## src/rtl/fifo_rd_packer.sv

```systemverilog
// Read-side FIFO consumer: pops entries while the FIFO is non-empty and packs
// `pack` of them into one wide word offered on a valid/ready handshake.
module fifo_rd_packer #(
  parameter int bw   = 8,
  parameter int simd = 1,
  parameter int pack = 4
) (
  input  logic                     clk,
  input  logic                     reset_n,
  input  logic                     fifo_empty,
  input  logic [simd*bw-1:0]       fifo_data,
  output logic                     fifo_rd,
  input  logic                     flush,
  output logic [pack*simd*bw-1:0]  o_data,
  output logic [3:0]               o_fill,
  output logic                     o_valid,
  input  logic                     i_ready
);

  localparam int EW = simd * bw;
  localparam int OW = pack * EW;
  localparam int CW = $clog2(pack);

  typedef enum logic {S_FILL = 1'b0, S_HOLD = 1'b1} state_t;

  state_t          r_state;
  state_t          w_state_nxt;
  logic [CW-1:0]   r_cnt;
  logic [CW-1:0]   w_cnt_nxt;
  logic [OW-1:0]   r_data;
  logic [OW-1:0]   w_data_nxt;
  logic [3:0]      r_fill;
  logic [3:0]      w_fill_nxt;
  logic            w_rd;
  logic            w_last;
  logic            w_flush_go;

  // Writes one entry into lane `lane`, leaving the other lanes untouched.
  function automatic logic [OW-1:0] lane_insert(input logic [OW-1:0] word,
                                                input logic [CW-1:0] lane,
                                                input logic [EW-1:0] entry);
    logic [OW-1:0] res;
    res = word;
    for (int k = 0; k < pack; k++) begin
      if (k == int'(lane)) res[k*EW +: EW] = entry;
    end
    return res;
  endfunction

  // Entries held once this edge completes: those already captured plus the
  // one being read now.
  function automatic logic [3:0] fill_count(input logic [CW-1:0] cnt,
                                            input logic          rd);
    return 4'(cnt) + {3'b000, rd};
  endfunction

  // Pop only while collecting and the FIFO has data; reset overrides.
  assign w_rd       = (r_state == S_FILL) & ~fifo_empty & reset_n;
  assign w_last     = w_rd & (r_cnt == CW'(pack - 1));
  assign w_flush_go = flush & ((r_cnt != '0) | w_rd);

  // State register
  always_ff @(posedge clk or negedge reset_n) begin
    if (!reset_n) begin
      r_state <= S_FILL;
      r_cnt   <= '0;
      r_data  <= '0;
      r_fill  <= '0;
    end else begin
      r_state <= w_state_nxt;
      r_cnt   <= w_cnt_nxt;
      r_data  <= w_data_nxt;
      r_fill  <= w_fill_nxt;
    end
  end

  // Next-state logic
  always_comb begin
    w_state_nxt = r_state;
    w_cnt_nxt   = r_cnt;
    w_data_nxt  = r_data;
    w_fill_nxt  = r_fill;
    case (r_state)
      S_FILL: begin
        if (w_rd) begin
          w_data_nxt = lane_insert(r_data, r_cnt, fifo_data);
          w_cnt_nxt  = r_cnt + CW'(1);
        end
        if (w_last || w_flush_go) begin
          w_state_nxt = S_HOLD;
          w_cnt_nxt   = '0;
          w_fill_nxt  = fill_count(r_cnt, w_rd);
        end
      end
      S_HOLD: begin
        if (i_ready) begin
          w_state_nxt = S_FILL;
          w_data_nxt  = '0;
          w_fill_nxt  = '0;
        end
      end
      default: begin
        w_state_nxt = S_FILL;
        w_cnt_nxt   = '0;
        w_data_nxt  = '0;
        w_fill_nxt  = '0;
      end
    endcase
  end

  // Output logic
  always_comb begin
    fifo_rd = w_rd;
    o_valid = (r_state == S_HOLD);
  end

  assign o_data = r_data;
  assign o_fill = r_fill;

endmodule
```

## config.mk

```make
export PLATFORM = sky130hd
export DESIGN_NAME = fifo_rd_packer
export DESIGN_NICKNAME = d
export VERILOG_FILES = /design/src/rtl/fifo_rd_packer.sv
export SDC_FILE = /design/constraint.sdc
export NUM_CORES = 1
export LEC_CHECK = 0
export ABC_AREA = 1
export BUFFER_PORTS_ARGS = -buffer_cell sky130_fd_sc_hd__buf_4
export CORE_MARGIN = 4
export CORE_UTILIZATION = 51
export DETAILED_ROUTE_END_ITERATION = 12
export PLACE_DENSITY = 0.79
export REMOVE_ABC_BUFFERS = 1
export SLEW_MARGIN = 20
export SYNTH_ARGS = -nofsm -noshare
export SYNTH_HDL_FRONTEND = slang
export SYNTH_SLANG_ARGS = --single-unit
export TNS_END_PERCENT = 100
```

## constraint.sdc

```tcl
create_clock -name clk -period 1.8 [get_ports clk]
set_input_delay 0.18 -clock clk [delete_from_list [all_inputs] [get_ports clk]]
set_output_delay 0.18 -clock clk [all_outputs]
set_load 0.01 [all_outputs]
```

==> out/summary.md <==
The flow ran to the end, and the final reports show no timing, DRC or antenna violations. The root buffer cell chosen for the clock tree is sky130_fd_sc_hd__clkbuf_4. Initial antenna violation count: 0. At the worst endpoint, the required time is 1620 ps. The max-capacitance violation count was 0; the number of fillers in the final layout was 272. For this block, the routed nets add up to 3890 um of wire. Pin placement for this block handled 51 I/O pins. The initial cell density of the core was 0.549; the power per cell area was 1460 nW/um^2. The worst voltage drop across the vdd grid is 0.760 mV. The number of standard cells in the final layout excluding fillers is 290.

Wire segments on met2 add up to 1810 um in the final route. The total length of routed met3 wires is 281 um, and the final hold violation count is 0. Summed over all nets, the half-perimeter wirelength after detailed placement is 2900 um. Counting every instance in the synthesized netlist gives 188. The layout overhead on the synthesized area came out at 28.8%.

The share of the core filled with cells in the final layout was 0.708; the number of warnings reported in the yosys synthesis log was 0. The horizontal extent of the die is 66.3 um. Setup repair after global routing left no endpoint under its margin.

The total overflow left after global routing is 0. The clock passes through at most 2 buffers. Among all stages on the critical path, the largest delay is contributed by sky130_fd_sc_hd__dlygate4sd3_1. Entering global routing, the biggest net connects 37 pins. In the final routed layout, each cell accounts on average for 13.4 um. The hold buffer count at cts is 1, and the cell leakage power is 1.24 nW. After synthesis, the netlist uses 22 different library cells.

After detailed routing, the wire length on met1 is 1710 um. STA classifies the critical path endpoint as an output port. The first global-routing pass estimated 6690 um of wire. The delay of the slowest cell on the worst path came out at 560 ps. For the clock latency at the later pin of the worst-skew pair, the log shows 350 ps.

In this run the number of H-tree levels came out at 2. The final worst setup slack is 214 ps. The mean number of vias per cell works out to 4.96. STA puts the critical path data arrival time at 1410 ps.

The run gives 0 as the post-cts repair resize count. The mean instance size in the synthesized netlist works out to 9.21 um^2. The floorplan step defined a die boundary enclosing 4390 um^2. The worst setup path is of the in2out kind. In this run the worst path has a maximum fanout of 6.

Counting flops and latches in the post-synthesis netlist gives 38. Across all hold checks on the routed design, the worst slack comes to 38.3 ps. The count of nets left with antenna violations once routing finished came out at 0. The floorplan has 20 rows. The final net count was 264; the final critical path time including I/O delays and setup was 1590 ps. In this run, the number of DRC markers left after iteration 0 of detailed routing was 117. Top layer reached by signal wires: met4. For the total count of max-transition violations in the final report, the log shows 0.

The number of global-route vias before repair came out at 1485. The category of the worst setup path launch point is an input port. Dominant cell type by area after synthesis: sky130_fd_sc_hd__dfrtp_1. The clock arrives with 11.8 ps of skew. The total of buffers placed on input and output ports is 49, and the share of final-layout standard cells stronger than drive strength 1 is 0.309. The share of the synthesized area in the top cell type works out to 0.549. For the cell area after placement, the log shows 2160 um^2. The completed layout was analyzed and its total power is 3.25 mW. Once layout is done, the placed cells without fillers occupy 2230 um^2.

The number of antenna diodes in the final layout is 0. The first detailed-routing pass ran for 4 iterations. Total number of vias: 1437. For this run, design rule violations remaining after detail routing come to 0. Post-place setup slack: 262 ps.

Counting instances, the worst hold path has a depth of 2. Depth of the worst register-to-register path: 6. The proportion of synthesized chip area in sequential cells is 0.549, and the number of instances in the placed design is 281.

Derived from the worst setup path, the maximum achievable clock frequency is 0.630 GHz. TritonCTS built the clock tree. Path class of the lowest-slack min-delay path: in2reg.

The setup fix buffers added after clock tree synthesis was 0; the ratio of final minimum period to clock period was 0.881. The tools report the overall global routing resource usage as 0.202. The tree built by TritonCTS fans out to 38 sinks. In the final timing run, aggregate negative setup slack is 0 ps.

By instance count, the cell type seen most on the critical path is sky130_fd_sc_hd__buf_4. The logs give 0.904 for the routability-driven placement congestion ratio and 0 for the total of endpoints with negative setup slack in the final report. The cell area that synthesis handed to floorplanning was 1730 um^2. Ranked by total cell area, the synthesized netlist is headed by sky130_fd_sc_hd__dfrtp_1, sky130_fd_sc_hd__nand2_1, sky130_fd_sc_hd__nand3_1, sky130_fd_sc_hd__ha_1, sky130_fd_sc_hd__inv_1. The die is 66.3 um tall. Counting the buffers created by CTS gives 5.

After clock tree synthesis, the clock-pin slew on the worst setup and hold paths is 110 ps. Walking the worst path, the cells encountered are dlygate4sd3_1 > buf_4 > nand2_1 > nor2_4 > buf_4. The tools report the placeable core area as 3150 um^2.
[power by group]
group | total, mW | internal [mW] | switching (mW)
sequential | 1.33 | 1.13 | 0.198
combinational | 1.45 | 0.640 | 0.809
clock | 0.470 | 0.188 | 0.282
total | 3.25 | 1.96 | 1.29
[flip-flops by register name, indices dropped and copies added, names as in the netlist]
name and count:
o_data 32, o_fill 3, o_valid 1, r_cnt 2
[routing by layer]
metal  global-route usage  vias up
li1                     -      725
met1                0.254      649
met2                0.325       51
met3               0.0561       12
met4               0.0812        0
met5                    0        -
[final cells by class]
cell class / count / area (um^2) / area share
tap: 44 / 55.1 / 0.0247
timing repair buffer: 55 / 415 / 0.186
sequential: 38 / 951 / 0.426
clock inverter: 2 / 12.5 / 0.00561
clock buffer: 6 / 51.3 / 0.0230
multi-input combinational: 128 / 682 / 0.306
inverter: 17 / 63.8 / 0.0286
[worst max-delay path, delay by kind of cell]
| kind | cells | cell delay (ps) |
|---|---|---|
| buf+inv | 3 | 890 |
| simple gates | 2 | 340 |
[cell usage in the layout, fill, tap and decap left out]
master / n
sky130_fd_sc_hd__o21ai_2: 1
sky130_fd_sc_hd__nand2_2: 4
sky130_fd_sc_hd__nor2_8: 1
sky130_fd_sc_hd__buf_4: 54
sky130_fd_sc_hd__o21ai_0: 9
sky130_fd_sc_hd__clkbuf_4: 5
sky130_fd_sc_hd__nand2_4: 2
sky130_fd_sc_hd__nor2_1: 8
sky130_fd_sc_hd__nand2_1: 49
sky130_fd_sc_hd__clkbuf_8: 1
sky130_fd_sc_hd__clkinv_2: 1
sky130_fd_sc_hd__o21ai_1: 8
sky130_fd_sc_hd__ha_1: 6
sky130_fd_sc_hd__nand3_2: 1
sky130_fd_sc_hd__nand3_1: 32
sky130_fd_sc_hd__a21oi_1: 1
sky130_fd_sc_hd__a31oi_2: 1
sky130_fd_sc_hd__nor2_2: 1
sky130_fd_sc_hd__dlygate4sd3_1: 1
sky130_fd_sc_hd__inv_1: 17
sky130_fd_sc_hd__nor2_4: 3
sky130_fd_sc_hd__conb_1: 1
sky130_fd_sc_hd__dfrtp_1: 38
sky130_fd_sc_hd__clkinvlp_4: 1
[logic make-up (layout without fill, tap and decap cells)]
group / count (synthesis) / count (layout) / synth area share
AND/OR/NAND/NOR: 101 / 101 / 0.284
flip-flops: 38 / 38 / 0.549
buffers and inverters: 22 / 80 / 0.0571
AO/OA/AOI/OAI: 20 / 20 / 0.0643
adder cells (fa/ha/maj): 6 / 6 / 0.0434
other: 1 / 1 / 0.00217
[cells in the mapped netlist (all sizes together)]
cell type,instances
inv,17
nor2,13
dfrtp,38
o21ai,18
ha,6
nand2,55
conb,1
clkbuf,1
nand3,33
a21oi,1
buf,4
a31oi,1
[worst paths after layout]
check,from,endpoint,slack (ps)
hold / removal,i_ready,o_valid,40
min in group asynchronous,reset_n,r_cnt[1],210
max in group asynchronous,reset_n,o_data[1],960
hold reg to reg,o_data[22],o_data[22],490
setup reg to reg,r_cnt[0],r_cnt[0],240
setup / recovery,reset_n,fifo_rd,210
Power figures use the tool's default switching activity.
